===== config.mk =====
export PLATFORM = sky130hd
export DESIGN_NAME = uart_boot_loader
export DESIGN_NICKNAME = d
export VERILOG_FILES = /design/src/rtl/uart_boot_loader.sv
export SDC_FILE = /design/constraint.sdc
export NUM_CORES = 1
export LEC_CHECK = 0
export CORE_UTILIZATION = 52
export DETAILED_ROUTE_END_ITERATION = 6
export PLACE_DENSITY = 0.76
export SYNTH_ARGS = -nofsm -noshare
export SYNTH_HDL_FRONTEND = slang
export SYNTH_SLANG_ARGS = --single-unit

===== constraint.sdc =====
create_clock -name clk -period 1.8 [get_ports clk]
set_input_delay 0.18 -clock clk [delete_from_list [all_inputs] [get_ports clk]]
set_output_delay 0.18 -clock clk [all_outputs]
set_load 0.1 [all_outputs]

===== src/rtl/uart_boot_loader.sv =====
// UART boot loader: receives A5-framed packets on an 8N1 serial line and
// turns them into little-endian 32-bit memory word writes starting at BASE_ADDR.
module uart_boot_loader #(
   parameter int          CLK_DIV   = 54,
   parameter int          DBIT      = 8,
   parameter int          SB_TICK   = 16,
   parameter logic [31:0] BASE_ADDR = 32'h0000_0000
) (
   input  logic        clk,
   input  logic        reset,
   input  logic        rx,
   output logic [31:0] mem_address,
   output logic [31:0] mem_data,
   output logic        mem_we,
   output logic        busy,
   output logic        done,
   output logic        frame_err
);

   localparam int             TW          = (CLK_DIV > 1) ? $clog2(CLK_DIV) : 1;
   localparam logic [TW-1:0]  TICK_LAST   = TW'(CLK_DIV - 1);
   localparam int             SW          = (SB_TICK > 16) ? $clog2(SB_TICK) : 4;
   localparam logic [SW-1:0]  S_MID       = SW'(7);
   localparam logic [SW-1:0]  S_BIT_LAST  = SW'(15);
   localparam logic [SW-1:0]  S_STOP_LAST = SW'(SB_TICK - 1);
   localparam int             NW          = (DBIT > 1) ? $clog2(DBIT) : 1;
   localparam logic [NW-1:0]  N_LAST      = NW'(DBIT - 1);
   localparam logic [7:0]     SYNC_BYTE   = 8'hA5;

   typedef enum logic [1:0] {RX_IDLE, RX_START, RX_DATA, RX_STOP} rx_state_t;
   typedef enum logic [1:0] {P_SYNC, P_LEN0, P_LEN1, P_DATA} pkt_state_t;

   logic [TW-1:0]   tick_cnt;
   logic            tick;
   logic            rx_meta;
   logic            rx_sync;

   rx_state_t       rx_state;
   rx_state_t       rx_next;
   logic [SW-1:0]   s_cnt;
   logic [NW-1:0]   n_cnt;
   logic [DBIT-1:0] b_reg;
   logic            s_clr;
   logic            s_inc;
   logic            n_clr;
   logic            n_inc;
   logic            shift_en;
   logic            byte_valid;
   logic            stop_err;
   logic [7:0]      rx_byte;

   pkt_state_t      pkt_state;
   pkt_state_t      pkt_next;
   logic [7:0]      len_lo;
   logic [15:0]     len_full;
   logic [15:0]     words_left;
   logic [31:0]     addr;
   logic [23:0]     word;
   logic [1:0]      byte_idx;
   logic            start_pkt;
   logic            latch_lo;
   logic            load_len;
   logic            empty_pkt;
   logic            store_byte;
   logic            issue_write;
   logic            last_write;

   always_ff @(posedge clk or negedge reset) begin
      if (!reset)                    tick_cnt <= '0;
      else if (tick_cnt == TICK_LAST) tick_cnt <= '0;
      else                           tick_cnt <= tick_cnt + TW'(1);
   end

   assign tick = (tick_cnt == TICK_LAST);

   // The line idles high, so the synchroniser resets to 1 to avoid a false start bit.
   always_ff @(posedge clk or negedge reset) begin
      if (!reset) begin
         rx_meta <= 1'b1;
         rx_sync <= 1'b1;
      end else begin
         rx_meta <= rx;
         rx_sync <= rx_meta;
      end
   end

   always_ff @(posedge clk or negedge reset) begin
      if (!reset) rx_state <= RX_IDLE;
      else        rx_state <= rx_next;
   end

   always_comb begin
      rx_next = rx_state;
      if (tick) begin
         case (rx_state)
            RX_IDLE:  if (!rx_sync) rx_next = RX_START;
            RX_START: if (s_cnt == S_MID) rx_next = rx_sync ? RX_IDLE : RX_DATA;
            RX_DATA:  if (s_cnt == S_BIT_LAST && n_cnt == N_LAST) rx_next = RX_STOP;
            RX_STOP:  if (s_cnt == S_STOP_LAST) rx_next = RX_IDLE;
            default:  rx_next = RX_IDLE;
         endcase
      end
   end

   always_comb begin
      s_clr      = 1'b0;
      s_inc      = 1'b0;
      n_clr      = 1'b0;
      n_inc      = 1'b0;
      shift_en   = 1'b0;
      byte_valid = 1'b0;
      stop_err   = 1'b0;
      if (tick) begin
         case (rx_state)
            RX_IDLE: s_clr = !rx_sync;
            RX_START: begin
               if (s_cnt == S_MID) begin
                  s_clr = 1'b1;
                  n_clr = 1'b1;
               end else begin
                  s_inc = 1'b1;
               end
            end
            RX_DATA: begin
               if (s_cnt == S_BIT_LAST) begin
                  s_clr    = 1'b1;
                  shift_en = 1'b1;
                  n_inc    = 1'b1;
               end else begin
                  s_inc = 1'b1;
               end
            end
            RX_STOP: begin
               if (s_cnt == S_STOP_LAST) begin
                  byte_valid = rx_sync;
                  stop_err   = !rx_sync;
               end else begin
                  s_inc = 1'b1;
               end
            end
            default: s_clr = 1'b1;
         endcase
      end
   end

   always_ff @(posedge clk or negedge reset) begin
      if (!reset) begin
         s_cnt <= '0;
         n_cnt <= '0;
         b_reg <= '0;
      end else begin
         if (s_clr)      s_cnt <= '0;
         else if (s_inc) s_cnt <= s_cnt + SW'(1);
         if (n_clr)      n_cnt <= '0;
         else if (n_inc) n_cnt <= n_cnt + NW'(1);
         if (shift_en)   b_reg <= {rx_sync, b_reg[DBIT-1:1]};
      end
   end

   assign rx_byte  = b_reg[7:0];
   assign len_full = {rx_byte, len_lo};

   always_ff @(posedge clk or negedge reset) begin
      if (!reset) pkt_state <= P_SYNC;
      else        pkt_state <= pkt_next;
   end

   // A bad stop bit abandons whatever packet is in flight.
   always_comb begin
      pkt_next = pkt_state;
      if (stop_err) begin
         pkt_next = P_SYNC;
      end else if (byte_valid) begin
         case (pkt_state)
            P_SYNC: if (rx_byte == SYNC_BYTE) pkt_next = P_LEN0;
            P_LEN0: pkt_next = P_LEN1;
            P_LEN1: pkt_next = (len_full == 16'd0) ? P_SYNC : P_DATA;
            P_DATA: if (byte_idx == 2'd3 && words_left == 16'd1) pkt_next = P_SYNC;
            default: pkt_next = P_SYNC;
         endcase
      end
   end

   always_comb begin
      start_pkt   = 1'b0;
      latch_lo    = 1'b0;
      load_len    = 1'b0;
      empty_pkt   = 1'b0;
      store_byte  = 1'b0;
      issue_write = 1'b0;
      last_write  = 1'b0;
      if (byte_valid) begin
         case (pkt_state)
            P_SYNC: start_pkt = (rx_byte == SYNC_BYTE);
            P_LEN0: latch_lo  = 1'b1;
            P_LEN1: begin
               empty_pkt = (len_full == 16'd0);
               load_len  = (len_full != 16'd0);
            end
            P_DATA: begin
               store_byte  = 1'b1;
               issue_write = (byte_idx == 2'd3);
               last_write  = (byte_idx == 2'd3) && (words_left == 16'd1);
            end
            default: start_pkt = 1'b0;
         endcase
      end
   end

   // The fourth byte goes straight onto the bus, so only the low three bytes are buffered.
   always_ff @(posedge clk or negedge reset) begin
      if (!reset) begin
         len_lo      <= '0;
         words_left  <= '0;
         addr        <= '0;
         word        <= '0;
         byte_idx    <= '0;
         mem_address <= '0;
         mem_data    <= '0;
         mem_we      <= 1'b0;
         busy        <= 1'b0;
         done        <= 1'b0;
         frame_err   <= 1'b0;
      end else begin
         mem_we <= 1'b0;
         if (start_pkt) begin
            busy      <= 1'b1;
            done      <= 1'b0;
            frame_err <= 1'b0;
         end
         if (latch_lo) len_lo <= rx_byte;
         if (empty_pkt) begin
            done <= 1'b1;
            busy <= 1'b0;
         end
         if (load_len) begin
            words_left <= len_full;
            addr       <= BASE_ADDR;
            byte_idx   <= 2'd0;
         end
         if (store_byte) begin
            byte_idx <= byte_idx + 2'd1;
            if (byte_idx != 2'd3) word[{byte_idx, 3'b000} +: 8] <= rx_byte;
         end
         if (issue_write) begin
            mem_we      <= 1'b1;
            mem_address <= addr;
            mem_data    <= {rx_byte, word};
            addr        <= addr + 32'd4;
            words_left  <= words_left - 16'd1;
         end
         if (last_write) begin
            done <= 1'b1;
            busy <= 1'b0;
         end
         if (stop_err) begin
            frame_err <= 1'b1;
            busy      <= 1'b0;
         end
      end
   end

endmodule


== Word-level counts from Yosys, hierarchy flattened ==
Cells that the tools add are included.

* Bits in registers: 177
* Latch bits: 0
* RAM bits: 0
* Bits in read-only memories: 0
* Output and inout bits: 68
* Logic and storage cells: 132
* Memories: 0

* $add $sub $neg: 7
* Multiply operators: 0
* Divide/modulo/power cells: 0
* Magnitude comparators: 0
* Equality and inequality tests: 20
* Shifts and indexed selects: 2
* Multiplexer cells: 65
* Bitwise gates (word level): 0
* Reductions and logical operators: 19

{| class="wikitable"
|+ Operator list
! operator !! number
|-
| 2-to-1 mux 32 bit || 2
|-
| 2-to-1 mux 1 bit || 39
|-
| adder 32 x 3 -> 32 bit, second input constant || 1
|-
| 2-to-1 mux 16 bit || 2
|-
| bitwise mux 24 bit || 1
|-
| 2-to-1 mux 2 bit || 12
|-
| variable shift 8 x 7 -> 24 bit, first input constant || 1
|-
| variable part select 8 x 7 -> 24 bit || 1
|-
| == test 16 x 1 -> 1 bit, second input constant || 1
|-
| logical NOT 16 bit || 1
|-
| one-hot mux 2 bit (4 select lines) || 2
|-
| nonzero test 16 bit || 1
|-
| subtractor 16 x 1 -> 16 bit, second input constant || 1
|-
| nonzero test 2 bit || 6
|-
| == test 2 bit, second input constant || 5
|-
| inequality test 2 bit, second input constant || 5
|-
| == test 8 bit, second input constant || 1
|-
| 2-to-1 mux 4 bit || 2
|-
| negator 5 -> 7 bit || 1
|-
| adder 6 x 1 -> 6 bit, second input constant || 1
|-
| == test 6 bit, second input constant || 1
|-
| 2-to-1 mux 3 bit || 2
|-
| 2-to-1 mux 6 bit || 1
|-
| inequality test 3 bit, second input constant || 2
|-
| 18 further kinds || 21
|}

== Logic depth before layout (Yosys ltp) ==
* Word-level depth: 9
* Gate-level depth with buffers: 9

== Worst setup path before layout ==
Ideal clock, no wire load.

* Kind: register -> register
* From: register s_cnt[0]
* To: register addr[28]
* Arrival: 1.899 ns
* Data required time: 1.676 ns
* Path slack: -0.223 ns
* Cell stages (with the launch flop): 7
* Buffers on the path: 0
* Path through: dfrtp_1 -> ha_1 -> nand4_2 -> nor4_4 -> nand3_2 -> or4_1 -> mux2i_1

* Longest elaborated chain between the ends: 6
* Elaborated cells on any way between the ends: 8
* Those cells by class: eq/ne (1); mux (6); reduce/logical (1)

{| class="wikitable"
|+ RTL lines
! item !! line !! RTL
|-
| start: declaration || 40 || <nowiki>logic [SW-1:0] s_cnt;</nowiki>
|-
| start signal: assignment || 153 || <nowiki>else if (s_inc) s_cnt <= s_cnt + SW'(1);</nowiki>
|-
| == test 4 bit (*) || 134 || <nowiki>if (s_cnt == S_STOP_LAST) begin</nowiki>
|-
| 2-to-1 mux 1 bit (*) || 134 ||
|-
| 2-to-1 mux 1 bit (*) || 114 || <nowiki>case (rx_state)</nowiki>
|-
| 2-to-1 mux 1 bit (*) || 113 || <nowiki>if (tick) begin</nowiki>
|-
| 2-to-1 mux 1 bit || 192 || <nowiki>if (byte_valid) begin</nowiki>
|-
| 2-to-1 mux 32 bit or nonzero test 2 bit (tied branches) || - ||
|-
| end signal: assignment || 249 || <nowiki>addr <= addr + 32'd4;</nowiki>
|-
| end: declaration || 57 || <nowiki>logic [31:0] addr;</nowiki>
|}

Mark *: on every way between the ends. The rest lies on a longest branch, timed or not.
A chain may end at the register's enable or synchronous reset.

== Worst setup path after layout ==
* From: register s_cnt[0]
* To: register addr[20]

The elaborated chain is that of the path after synthesis.

==> impl_metrics.csv <==
group,metric,value,unit
run_status,outcome,"finished with violations",
run_status,violations,"DRC, setup timing",
cts,clk_path_buf_depth,2,
yosys,synthTopCellsByArea,"dfrtp_1 54%, nand2_1 10%, mux2i_1 4.7%",
yosys,synth_top_family_by_area,"simple AND/OR/NAND/NOR gates",
yosys,syn_area_per_cell,9.78,um2
finish,final_cells,1214,
timing,setup_viol,145,
placed_design,gp_congestion,0.861,
route,drt_iter0_drc,710,
route,viasPerCell,6.18,
placed_design,io_buffers,68,
route,vias,7499,
route,postRouteWirelength,26200,um
route,final_antenna_net_count,0,
power,leakagePower,5.97,nW
timing,relSlewSlack,66.2,%
flow_run,drv_cap,0,
global_routing,grt_max_degree,65,
setup_path,critical_path.max_fanout,8,
global_routing,grt_pass1_vias,6902,
cts,htree_levels,4,
finish,antennaDiodeCount,0,
timing,clock_skew,0.0134,ns
yosys,synth_seq_area_share,55.0,%
power,power_density,654,nW/um2
setup_path,critPathArrivalTime,2.46,ns
floorplan,initial_core_util,53.8,%
yosys,synthesis.area,7870,um2
yosys,synth.distinct_cells,56,
setup_path,worstPathRequired,2.11,ns
power,ir_worst_vdd,0.639,mV
power,total_power,7.85,mW
yosys,yosys-top-cells-count,"216 x nand2_1, 171 x dfrtp_1, 51 x o21ai_0",
floorplan,io_pins,71,
cts,clock-sinks,173,
finish,largest_reg_flops,32,
hold_path,hp-class,"in2reg",
timing,fin_ws,-0.353,ns
timing,post-route-min-period,2.15,ns
finish,fin_nets,1033,
cts,numCtsBuffers,17,
yosys,yosys.area_share.simple,23.0,%
route,drc,14,
yosys,async_flop_share,100,%
yosys,syn_inst,805,
setup_path,startpoint_type,"register",
route,dr.pass1.iters,7,
cts,clkTransAtPathRegs,0.07,ns
timing,period_share,120,%
floorplan,core_region_area,14600,um2
timing,rsz0062_at_grt,"true",
finish,synthToLayoutAreaGrowth,52.4,%
finish,top_register,"mem_data",
yosys,yosys.area.top_type_share,54.4,%
cts,cts_tree,"yes",
placed_design,placed_cells,1118,
yosys,synthXorXnorAreaFrac,1.00,%
setup_path,crit_path_end_kind,"register",
floorplan,die_h,125,um
floorplan,row_count,44,
yosys,synth-compound-area-share,7.63,%
floorplan,die_w,125,um
yosys,ys.flop_type,"dfrtp_1",
timing,hold_slack,0.136,ns
finish,drive_gt1_share,46.0,%
cts,clk_latency,0.45,ns
yosys,synthAdderAreaFrac,2.07,%
yosys,synth.most_common_cell,"nand2_1",
yosys,muxShareOfSynthArea,6.99,%
global_routing,grt_first_pass_wirelength,34700,um
placed_design,dpl.hpwl,13200,um
cts,clockRootBuffer,"clkbuf_16",
timing,fmax,465,MHz
timing,slew_violations,0,
finish,reg_top3,"mem_data: 32 flops, addr: 30 flops, mem_address: 30 flops",
yosys,synth_edf_count,0,
global_routing,track_usage,28.3,%
yosys,yosysTopAreaCell,"dfrtp_1",
yosys,synth-seq-cells,173,
global_routing,overflow,0,
global_routing,antenna_found_initial,0,
timing,hold_viol,0,
setup_path,criticalPathCategory,"reg2reg",
floorplan,design.die.area,15600,um2
timing,tightest_slew,0.505,ns
yosys,synth_warnings,0,
route,wire_per_inst,21.6,um
==> power by group <==
group          internal (mW)  switching [mW]  leakage, nW  total (mW)
logic                 0.0262           0.107         3.29       0.133
registers               3.89         0.00127         2.40        3.89
clock network           2.15            1.68        0.285        3.82
total                   6.06            1.78         5.97        7.85
==> cells in the final DEF (no fill, tap or decap), types with 5 or more instances in the layout <==
cell and count:
o211ai_1 17, nand2_4 53, buf_12 13, mux2_4 15
buf_4 173, o21ai_1 16, nand4_1 18, o21ai_2 26
nor2_4 5, nand2_2 43, or3_1 6, nor4_4 5
nand3_2 6, ha_1 10, and4_1 6, clkbuf_16 29
buf_16 5, nand3_1 30, nand2_1 120, dfrtp_1 170
nor4_1 5, o21ai_0 9, inv_1 30, nor2_1 21
and3_1 9, a21oi_1 8, mux2i_1 36, nor2_2 5
buf_8 7, buf_6 27
==> layout make-up <==
type	count	area, um2
multi-input cells	554	4280
fillers	714	2650
clock inverters	13	154
inverters	32	120
flip-flops and latches	173	4330
well taps	184	230
clock buffers	19	453
repair buffers	239	2430
==> final timing paths <==
| path | from | end | slack (ns) | cells after the start |
|---|---|---|---|---|
| setup / recovery | s_cnt[0] | addr[20] | -0.35 | 10 |
| hold / removal | rx | rx_meta | 0.14 | 1 |
| setup reg to reg | s_cnt[0] | addr[20] | -0.35 | 10 |
| hold reg to reg | rx_meta | rx_sync | 0.36 | 0 |
| max in group asynchronous | reset | mem_data[13] | 0.88 | 3 |
| min in group asynchronous | reset | mem_address[27] | 0.21 | 2 |
==> routing by layer <==
metal / wire, um / vias up / track usage (%) / share of wire, %
met5: 0 / - / 0 / 0
met4: 1290 / 0 / 12.3 / 4.9
met3: 2260 / 124 / 5.56 / 8.6
met2: 12800 / 484 / 47.1 / 49
met1: 9850 / 3696 / 36.2 / 38
li1: - / 3195 / - / -
==> cells by family (layout without fill, tap and decap cells) <==
| family | count (synthesis) | after routing |
|---|---|---|
| AO/OA/AOI/OAI | 99 | 99 |
| XOR/XNOR | 9 | 9 |
| adder cells (fa/ha/maj) | 13 | 13 |
| buffers and inverters | 79 | 303 |
| flip-flops | 173 | 173 |
| multiplexers | 53 | 53 |
| other | 1 | 2 |
| AND/OR/NAND/NOR | 378 | 378 |
==> through the flow <==
stage	TNS (ns)	utilization, %	worst slack (ns)	cell area, um2
after floorplan	-1.82	-	-0.158	8070
after global placement	-4.89	64.4	-0.127	9430
after detailed placement	-10.96	64.4	-0.219	9430
after CTS	-9.73	73.2	-0.194	10700
after global routing	-33.73	81.9	-0.430	12000
final	-26.67	81.9	-0.353	12000
==> worst max-delay path: stages, from the launching register on <==
cell      delay [ns]
dfrtp_1         0.39
ha_4            0.17
nand4_4         0.11
buf_6           0.15
nor4_4          0.20
buf_4           0.18
buf_12          0.13
nand3_2         0.09
buf_4           0.19
o211ai_1        0.23
o31ai_1         0.16
==> timing repair <==
item | CTS | global route
gates resized for setup | 120 | 235
pin swaps | 38 | 95
hold buffers | 1 | 0
buffers inserted | 23 | 27
setup endpoints to repair | 135 | 161
endpoints found under the hold margin | 31 | 0
gates cloned | 5 | 15
No activity file was read; power rests on OpenSTA's default activity.
